[src/rtl/cycle_tracker_4004_if.sv]
// rtl/cycle_tracker_4004_if.sv - core bus, ROM port and status bundle for the 4004 cycle tracker
interface cycle_tracker_4004_if;
  logic        clk1;
  logic        clk2;
  logic        reset;
  logic        sync;
  logic [3:0]  d_in;
  logic [3:0]  d_out;
  logic        d_oe;
  logic [11:0] rom_addr;
  logic [7:0]  rom_data;
  logic [2:0]  subcycle;
  logic        locked;
  logic        sync_err;
  logic        trace_valid;
  logic [11:0] trace_addr;
  logic [7:0]  trace_op;

  modport slave (
    input  clk1, clk2, reset, sync, d_in, rom_data,
    output d_out, d_oe, rom_addr, subcycle, locked, sync_err,
           trace_valid, trace_addr, trace_op
  );

  modport master (
    output clk1, clk2, reset, sync, d_in, rom_data,
    input  d_out, d_oe, rom_addr, subcycle, locked, sync_err,
           trace_valid, trace_addr, trace_op
  );
endinterface

[src/rtl/cycle_tracker_4004.sv]
// rtl/cycle_tracker_4004.sv - 4004 subcycle tracker and ROM nibble server
// Optional fetch trace port enabled by CYCLE_TRACKER_4004_TRACE_EN.
module cycle_tracker_4004 #(
  parameter logic [3:0] CHIP_ID = 4'd0
) (
  input  logic                  eclk,
  input  logic                  ereset_n,
  cycle_tracker_4004_if.slave   bus
);

  typedef enum logic {ST_UNLOCKED, ST_LOCKED} state_t;

  localparam logic [2:0] SUB_A1 = 3'd0;
  localparam logic [2:0] SUB_A2 = 3'd1;
  localparam logic [2:0] SUB_A3 = 3'd2;
  localparam logic [2:0] SUB_M1 = 3'd3;
  localparam logic [2:0] SUB_M2 = 3'd4;
  localparam logic [2:0] SUB_X3 = 3'd7;

  state_t      state_q, state_d;
  logic        clk2_q;
  logic [2:0]  sub_q, sub_d;
  logic        err_q, err_d;
  logic [7:0]  addr_lo_q, addr_lo_d;
  logic [11:0] rom_addr_q, rom_addr_d;
  logic [1:0]  fetch_q, fetch_d;
  logic [7:0]  opcode_q, opcode_d;
  logic        oe_q, oe_d;
  logic [3:0]  dout_q, dout_d;
  logic        tick;

  assign tick = clk2_q & ~bus.clk2;

  always_comb begin
    state_d    = state_q;
    sub_d      = sub_q;
    err_d      = err_q;
    addr_lo_d  = addr_lo_q;
    rom_addr_d = rom_addr_q;
    opcode_d   = opcode_q;
    // fetch_q tracks the two-eclk ROM turnaround after a new address
    fetch_d    = {fetch_q[0], 1'b0};
    if (fetch_q[1]) begin
      opcode_d = bus.rom_data;
    end

    if (bus.reset) begin
      state_d = ST_UNLOCKED;
      sub_d   = SUB_X3;
      err_d   = 1'b0;
    end else if (tick && bus.clk1) begin
      err_d = 1'b1;
    end else if (tick) begin
      if (state_q == ST_UNLOCKED) begin
        if (bus.sync) begin
          state_d = ST_LOCKED;
          sub_d   = SUB_A1;
        end
      end else if (bus.sync && sub_q != SUB_X3) begin
        sub_d = SUB_A1;
        err_d = 1'b1;
      end else begin
        sub_d = sub_q + 3'd1;
        case (sub_q)
          SUB_A1: addr_lo_d[3:0] = bus.d_in;
          SUB_A2: addr_lo_d[7:4] = bus.d_in;
          SUB_A3: begin
            rom_addr_d = {bus.d_in, addr_lo_q};
            fetch_d[0] = 1'b1;
          end
          default: ;
        endcase
      end
    end

    oe_d   = (state_d == ST_LOCKED) && (sub_d == SUB_M1 || sub_d == SUB_M2) &&
             (rom_addr_d[11:8] == CHIP_ID);
    dout_d = 4'd0;
    if (oe_d) begin
      dout_d = (sub_d == SUB_M1) ? opcode_d[7:4] : opcode_d[3:0];
    end
  end

  always_ff @(posedge eclk or negedge ereset_n) begin
    if (!ereset_n) begin
      state_q    <= ST_UNLOCKED;
      clk2_q     <= 1'b0;
      sub_q      <= SUB_X3;
      err_q      <= 1'b0;
      addr_lo_q  <= 8'd0;
      rom_addr_q <= 12'd0;
      fetch_q    <= 2'd0;
      opcode_q   <= 8'd0;
      oe_q       <= 1'b0;
      dout_q     <= 4'd0;
    end else begin
      state_q    <= state_d;
      clk2_q     <= bus.clk2;
      sub_q      <= sub_d;
      err_q      <= err_d;
      addr_lo_q  <= addr_lo_d;
      rom_addr_q <= rom_addr_d;
      fetch_q    <= fetch_d;
      opcode_q   <= opcode_d;
      oe_q       <= oe_d;
      dout_q     <= dout_d;
    end
  end

  assign bus.subcycle = sub_q;
  assign bus.locked   = (state_q == ST_LOCKED);
  assign bus.sync_err = err_q;
  assign bus.rom_addr = rom_addr_q;
  assign bus.d_oe     = oe_q;
  assign bus.d_out    = dout_q;

`ifdef CYCLE_TRACKER_4004_TRACE_EN
  logic        tv_q, tv_d;
  logic [11:0] taddr_q, taddr_d;
  logic [7:0]  top_q, top_d;

  // One record per served fetch, emitted as M2 closes
  always_comb begin
    tv_d    = 1'b0;
    taddr_d = taddr_q;
    top_d   = top_q;
    if (!bus.reset && tick && !bus.clk1 && state_q == ST_LOCKED &&
        sub_q == SUB_M2 && oe_q) begin
      tv_d    = 1'b1;
      taddr_d = rom_addr_q;
      top_d   = opcode_q;
    end
  end

  always_ff @(posedge eclk or negedge ereset_n) begin
    if (!ereset_n) begin
      tv_q    <= 1'b0;
      taddr_q <= 12'd0;
      top_q   <= 8'd0;
    end else begin
      tv_q    <= tv_d;
      taddr_q <= taddr_d;
      top_q   <= top_d;
    end
  end

  assign bus.trace_valid = tv_q;
  assign bus.trace_addr  = taddr_q;
  assign bus.trace_op    = top_q;
`else
  assign bus.trace_valid = 1'b0;
  assign bus.trace_addr  = 12'd0;
  assign bus.trace_op    = 8'd0;
`endif

endmodule
[src/flat_wrapper.sv]
// flat-port wrapper written by rule: the top's interface ports become plain ports
module cycle_tracker_4004_flat 
#(
  parameter logic [3:0] CHIP_ID = 4'd0
)
  (eclk, ereset_n, bus_clk1, bus_clk2, bus_reset, bus_sync, bus_d_in, bus_rom_data, bus_d_out, bus_d_oe, bus_rom_addr, bus_subcycle, bus_locked, bus_sync_err, bus_trace_valid, bus_trace_addr, bus_trace_op);
  cycle_tracker_4004_if bus_i ();
  input  logic eclk;
  input  logic ereset_n;
  input wire logic [$bits(bus_i.clk1)-1:0] bus_clk1;
  input wire logic [$bits(bus_i.clk2)-1:0] bus_clk2;
  input wire logic [$bits(bus_i.reset)-1:0] bus_reset;
  input wire logic [$bits(bus_i.sync)-1:0] bus_sync;
  input wire logic [$bits(bus_i.d_in)-1:0] bus_d_in;
  input wire logic [$bits(bus_i.rom_data)-1:0] bus_rom_data;
  output wire logic [$bits(bus_i.d_out)-1:0] bus_d_out;
  output wire logic [$bits(bus_i.d_oe)-1:0] bus_d_oe;
  output wire logic [$bits(bus_i.rom_addr)-1:0] bus_rom_addr;
  output wire logic [$bits(bus_i.subcycle)-1:0] bus_subcycle;
  output wire logic [$bits(bus_i.locked)-1:0] bus_locked;
  output wire logic [$bits(bus_i.sync_err)-1:0] bus_sync_err;
  output wire logic [$bits(bus_i.trace_valid)-1:0] bus_trace_valid;
  output wire logic [$bits(bus_i.trace_addr)-1:0] bus_trace_addr;
  output wire logic [$bits(bus_i.trace_op)-1:0] bus_trace_op;
  assign bus_i.clk1 = bus_clk1;
  assign bus_i.clk2 = bus_clk2;
  assign bus_i.reset = bus_reset;
  assign bus_i.sync = bus_sync;
  assign bus_i.d_in = bus_d_in;
  assign bus_i.rom_data = bus_rom_data;
  assign bus_d_out = bus_i.d_out;
  assign bus_d_oe = bus_i.d_oe;
  assign bus_rom_addr = bus_i.rom_addr;
  assign bus_subcycle = bus_i.subcycle;
  assign bus_locked = bus_i.locked;
  assign bus_sync_err = bus_i.sync_err;
  assign bus_trace_valid = bus_i.trace_valid;
  assign bus_trace_addr = bus_i.trace_addr;
  assign bus_trace_op = bus_i.trace_op;
  cycle_tracker_4004 #(.CHIP_ID(CHIP_ID)) u_core (.eclk(eclk), .ereset_n(ereset_n), .bus(bus_i));
endmodule
[config.mk]
export PLATFORM = sky130hd
export DESIGN_NAME = cycle_tracker_4004_flat
export DESIGN_NICKNAME = d
export VERILOG_FILES = /design/src/rtl/cycle_tracker_4004_if.sv /design/src/rtl/cycle_tracker_4004.sv /design/src/flat_wrapper.sv
export SDC_FILE = /design/constraint.sdc
export NUM_CORES = 1
export LEC_CHECK = 0
export ABC_AREA = 1
export CAP_MARGIN = 20
export CORE_ASPECT_RATIO = 0.6
export CORE_MARGIN = 2
export CORE_UTILIZATION = 42
export CTS_CLUSTER_DIAMETER = 200
export CTS_CLUSTER_SIZE = 12
export DETAILED_ROUTE_END_ITERATION = 7
export GPL_TIMING_DRIVEN = 0
export HOLD_SLACK_MARGIN = 0.15
export PLACE_DENSITY = 0.69
export SLEW_MARGIN = 20
export SYNTH_ARGS = -nofsm -noshare
export SYNTH_HDL_FRONTEND = slang
export SYNTH_SLANG_ARGS = --single-unit
[constraint.sdc]
create_clock -name eclk -period 2.3 [get_ports eclk]
set_input_delay 0.46 -clock eclk [delete_from_list [all_inputs] [get_ports eclk]]
set_output_delay 0.46 -clock eclk [all_outputs]
set_load 0.01 [all_outputs]
==> Word level (Yosys, flattened, before mapping) <==
Index checks and enable logic that the tools add are counted.
{ "totals": {"reg_bits": 41, "in_bits": 18} }
{ "classes": {"addsub": 1, "n_eq_ne": 5, "mux": 31, "bitwise_logic": 5, "n_reduce_logical": 14} }
{ "ops": {"columns": ["op", "n"], "rows": [
  ["12-bit 2-to-1 mux", 6],
  ["3-bit 2-to-1 mux", 6],
  ["6-bit AND reduction", 3],
  ["1-bit 2-to-1 mux", 16],
  ["3-bit nonzero test", 3],
  ["4-bit 2-to-1 mux", 2],
  ["8-bit 2-to-1 mux", 1],
  ["3-bit by 2-bit equality test with 1-bit output (second input constant)", 2],
  ["1-bit logical AND", 4],
  ["4-bit logical NOT", 1],
  ["1-bit NOT", 4],
  ["3-bit by 1-bit adder with 3-bit output (second input constant)", 1],
  ["3-bit by 1-bit equality test with 1-bit output (second input constant)", 1],
  ["3-bit equality test (second input constant)", 1],
  ["3-bit logical NOT", 1],
  ["3-bit != test (second input constant)", 1],
  ["3-bit AND reduction", 1],
  ["1-bit AND", 1],
  ["1-bit logical OR", 1]
]} }

==> Depth between registers and ports, before layout <==
{ "logic_depth": {"depth_word": 12, "depth_mapped": 13} }

==> Least setup slack after synthesis <==
No wires, ideal clock.
{ "synth_path": {"path_type": "reg-to-reg", "start": "reg u_core.sub_q[0] (netlist: u_core.bus.subcycle[0])", "end": "reg u_core.addr_lo_q[7]", "t_arrival_ps": 1733, "required_ps": 2223, "setup_slack_ps": 489, "stages_incl_launch_ff": 10, "path_cell_list": "dfstp_2 > ha_1 > ha_1 > inv_1 > nand2_1 > nand2_4 > or2_4 > nor3b_4 > nor2_1 > a21oi_1"} }
{ "synth_between": {"elab_chain_len": 4, "word_cells_on_any_way": 5} }
{ "synth_rtl": {"columns": ["element", "line_no", "source"], "rows": [
  ["start: declaration", "cycle_tracker_4004.sv:22", "logic [2:0] sub_q, sub_d;"],
  ["start signal: assignment", "cycle_tracker_4004.sv:99", "sub_q <= sub_d;"],
  ["3-bit != test", "cycle_tracker_4004.sv:59", "end else if (bus.sync && sub_q != SUB_X3) begin"],
  ["1-bit logical AND", "cycle_tracker_4004.sv:59", null],
  ["1-bit NOT (no line)", null, null],
  ["6-bit AND reduction (no line) *", null, null],
  ["end signal: assignment", "cycle_tracker_4004.sv:101", "addr_lo_q <= addr_lo_d;"],
  ["end: declaration", "cycle_tracker_4004.sv:24", "logic [7:0] addr_lo_q, addr_lo_d;"]
]} }
Every way passes the cells marked *; elsewhere a longest branch is shown, timed or not.
A chain may end at the register's enable or synchronous reset.

==> Worst setup path after layout <==
{ "layout_path": {"start": "reg u_core.sub_q[0] (netlist: u_core.bus.subcycle[0])", "end": "reg u_core.addr_lo_q[6]"} }
Same word-level chain as after synthesis.

==> out/results.tsv <==
stage	metric	value	unit
floorplan	coreArea	4636	µm²
global_route	grt_pass1_wl	6472	µm
clocking	ctsResizeCount	0	
yosys	ys_ff_latch	41	
worst_setup_path	cp_common_cell	ha_1	
yosys	yosysMostFrequentCell	nand2_1	
yosys	async_reset_ff_frac	1.000	
timing	period_needed	1948	ps
run_status	status	finished clean	
hold_path	hold_class	reg2reg	
clocking	root_buffer	clkbuf_8	
yosys	yosysTopAreaCellShare	0.4645	
global_route	grt_pass1_vias	1439	
floorplan	rows	19	
final_layout	final_nets	307	
clocking	clk_pin_slew	70	ps
timing	skew	8.424	ps
worst_setup_path	worst_path_max_delay_cell	dfstp_2	
clocking	insertion_delay	290	ps
clocking	cts_buffers	5	
final_layout	ff_latch_area	1030	µm²
route	drt-total-wl	3653	µm
worst_setup_path	worstPathRequired	2460	ps
yosys	synth_top_flop_cell	dfrtp_1	
pwr	powerDensity	553.5	nW/µm²
placement	gp_congestion	0.8148	
global_route	grt.total_usage	0.1528	
timing	hold_viol	0	
final_layout	fin_area	2733	µm²
route	wire_per_inst	10.50	µm
route	ant_nets	0	
yosys	synth_common_cells	43 x nand2_1, 38 x dfrtp_1, 33 x inv_1, 21 x buf_4, 16 x o21ai_0	
yosys	synth.distinct_cells	25	
timing	hold_ws	359.2	ps
yosys	avgSynthCellArea	9.477	µm²
placement	dpl_cell_area	2606	µm²
yosys	synth_area	2047	µm²
final_layout	n_antenna_cell	0	
timing	setup_ws	352.3	ps
timing	rsz0062_at_grt	false	
timing	final-setup-viol-count	0	
run	maxCapViolations	0	
placement	dpl_worst_slack	142.3	ps
final_layout	multiInputGateArea	789.5	µm²
final_layout	fin_util	0.5895	
worst_setup_path	cp_top_family	simple AND/OR/NAND/NOR gates	
clocking	clockBufferDepth	2	
worst_setup_path	startpoint_type	register	
timing	drv_slew	0	
worst_setup_path	crit_arrival	2110	ps
route	drc	0	
worst_setup_path	cp_cell_sequence	ha_1 > ha_1 > inv_1 > nand2_1 > nand2_4 > or2_4 > nor3b_4 > o21ai_0	
final_layout	area_growth	33.50	%
pwr	p_leak	1.433	nW
global_route	overflow	0	
yosys	synth_edf_count	0	
floorplan	ios	61	
yosys	synthCells	216	
yosys	yosysTopAreaCell	dfrtp_1	
yosys	synth.area.top_cells	dfrtp_1 46%, nand2_1 7.9%, buf_4 7.7%	
pwr	irDropWorstVdd	348.6	µV
timing	fmax	513.4	MHz
final_layout	final.fill_count	428	
final_layout	drive_above_1_share	0.2316	
timing	fin_crit_sh	0.8468	
clocking	ctsHtreeMaxLevel	2	
placement	io_buffers	39	
worst_setup_path	crit_fanout	8	
global_route	grt_max_degree	31	
floorplan	die_w	94.13	µm
yosys	ys_seq_area_frac	0.5031	
floorplan	chipHeight	58.08	µm
worst_setup_path	path_buf_inv	1	
worst_setup_path	max_stage_delay	580	ps
floorplan	initial_core_util	0.4416	
timing	setup_tns	0	ps
route	vias	1478	
route	first_iter_violations	27	
route	vias_per_cell	4.247	
clocking	cts_tree	built	
placement	detailed_place_hpwl	2848	µm
floorplan	dieArea	5466	µm²
yosys	ys_warn_count	0	
worst_setup_path	worst-setup-path-type	reg2reg	
global_route	antenna_found_initial	0	
clocking	cts_post_setup_buffers_inserted	0	
clocking	numClockSinks	41	
route	dr.pass1.iters	4	
worst_setup_path	end_kind	register	
==> routing by layer <==
layer,share of wire,up-vias,routed length [µm],global-route usage
met4,0.0052,0,19,0.03727
met5,0,-,0,0
met1,0.49,677,1804,0.2108
met2,0.44,32,1611,0.2367
li1,-,764,-,-
met3,0.060,5,218,0.04941
==> cell usage in the layout, fill, tap and decap left out, drive strengths merged <==
| cell type | n |
|---|---|
| o21ai | 16 |
| o211ai | 1 |
| dlygate4sd3 | 1 |
| dfrtp | 38 |
| buf | 25 |
| nand4 | 5 |
| nor2 | 14 |
| a21oi | 2 |
| ha | 5 |
| clkdlybuf4s50 | 38 |
| a31oi | 1 |
| clkbuf | 7 |
| bufinv | 1 |
| o21bai | 1 |
| mux2 | 8 |
| or2 | 1 |
| dfstp | 3 |
| nand3 | 12 |
| inv | 36 |
| nor3b | 2 |
| nand2 | 47 |
| conb | 21 |
==> cell families (layout without fill, tap and decap cells) <==
family,count (synthesis),count (layout),share of synthesized area
adder cells (fa/ha/maj),5,5,0.03056
flip-flops,41,41,0.5031
AND/OR/NAND/NOR,81,81,0.2182
buffers and inverters,59,108,0.1479
AO/OA/AOI/OAI,21,21,0.05441
multiplexers,8,8,0.04401
other,1,21,0.001832
==> worst paths after layout <==
check / end / cells past startpoint / slack, ps / start
min in group asynchronous: u_core.bus.rom_addr[3] / 2 / 580 / ereset_n
max in group asynchronous: u_core.bus.subcycle[2] / 3 / 1190 / ereset_n
setup / recovery: u_core.addr_lo_q[6] / 8 / 350 / u_core.bus.subcycle[0]
hold reg to reg: u_core.fetch_q[1] / 0 / 360 / u_core.fetch_q[0]
setup reg to reg: u_core.addr_lo_q[6] / 8 / 350 / u_core.bus.subcycle[0]
hold / removal: u_core.fetch_q[1] / 0 / 360 / u_core.fetch_q[0]
==> state kept, by name, summed over array words and instances (netlist names) <==
name,flops
u_core.bus.d_out,4
u_core.bus.rom_addr,12
u_core.bus.d_oe,1
u_core.fetch_q,2
u_core.opcode_q,8
u_core.bus.sync_err,1
u_core.bus.locked,1
u_core.clk2_q,1
u_core.bus.subcycle,3
u_core.addr_lo_q,8
==> cell type report <==
class	instances	share of cell area
Multi-Input combinational cell	136	0.2889
Clock inverter	1	0.01099
Sequential cell	41	0.3768
Buffer	23	0.06136
Clock buffer	7	0.03159
Inverter	36	0.04945
Timing Repair Buffer	41	0.1520
Tap cell	63	0.02885
==> repair_timing <==
action / 4_1_cts / 5_1_grt
hold buffers: 1 / 0
hold endpoints to repair: 11 / 0
setup endpoints to repair: 0 / 0
==> metrics by stage <==
stage / total power [mW] / std cells
6_report: 1.513 / 348
4_1_cts: 1.526 / 348
3_5_place_dp: 0.9293 / 339
2_1_floorplan: 0.8461 / 236
3_3_place_gp: 0.9244 / 338
5_1_grt: 1.586 / 348
==> worst reg2reg max path: cells and delay by family, from the launching register on <==
family / cells / cell delay, ps
flops: 1 / 580
buf+inv: 1 / 60
compound gates: 1 / 140
simple gates: 4 / 750
fa+ha+maj: 2 / 290
==> power by group <==
group	total, mW	switching (mW)	internal [mW]
Sequential	0.744	0.00897	0.735
Combinational	0.172	0.0857	0.0866
Clock	0.596	0.243	0.354
Total	1.51	0.337	1.18
Power figures use the tool's default switching activity.
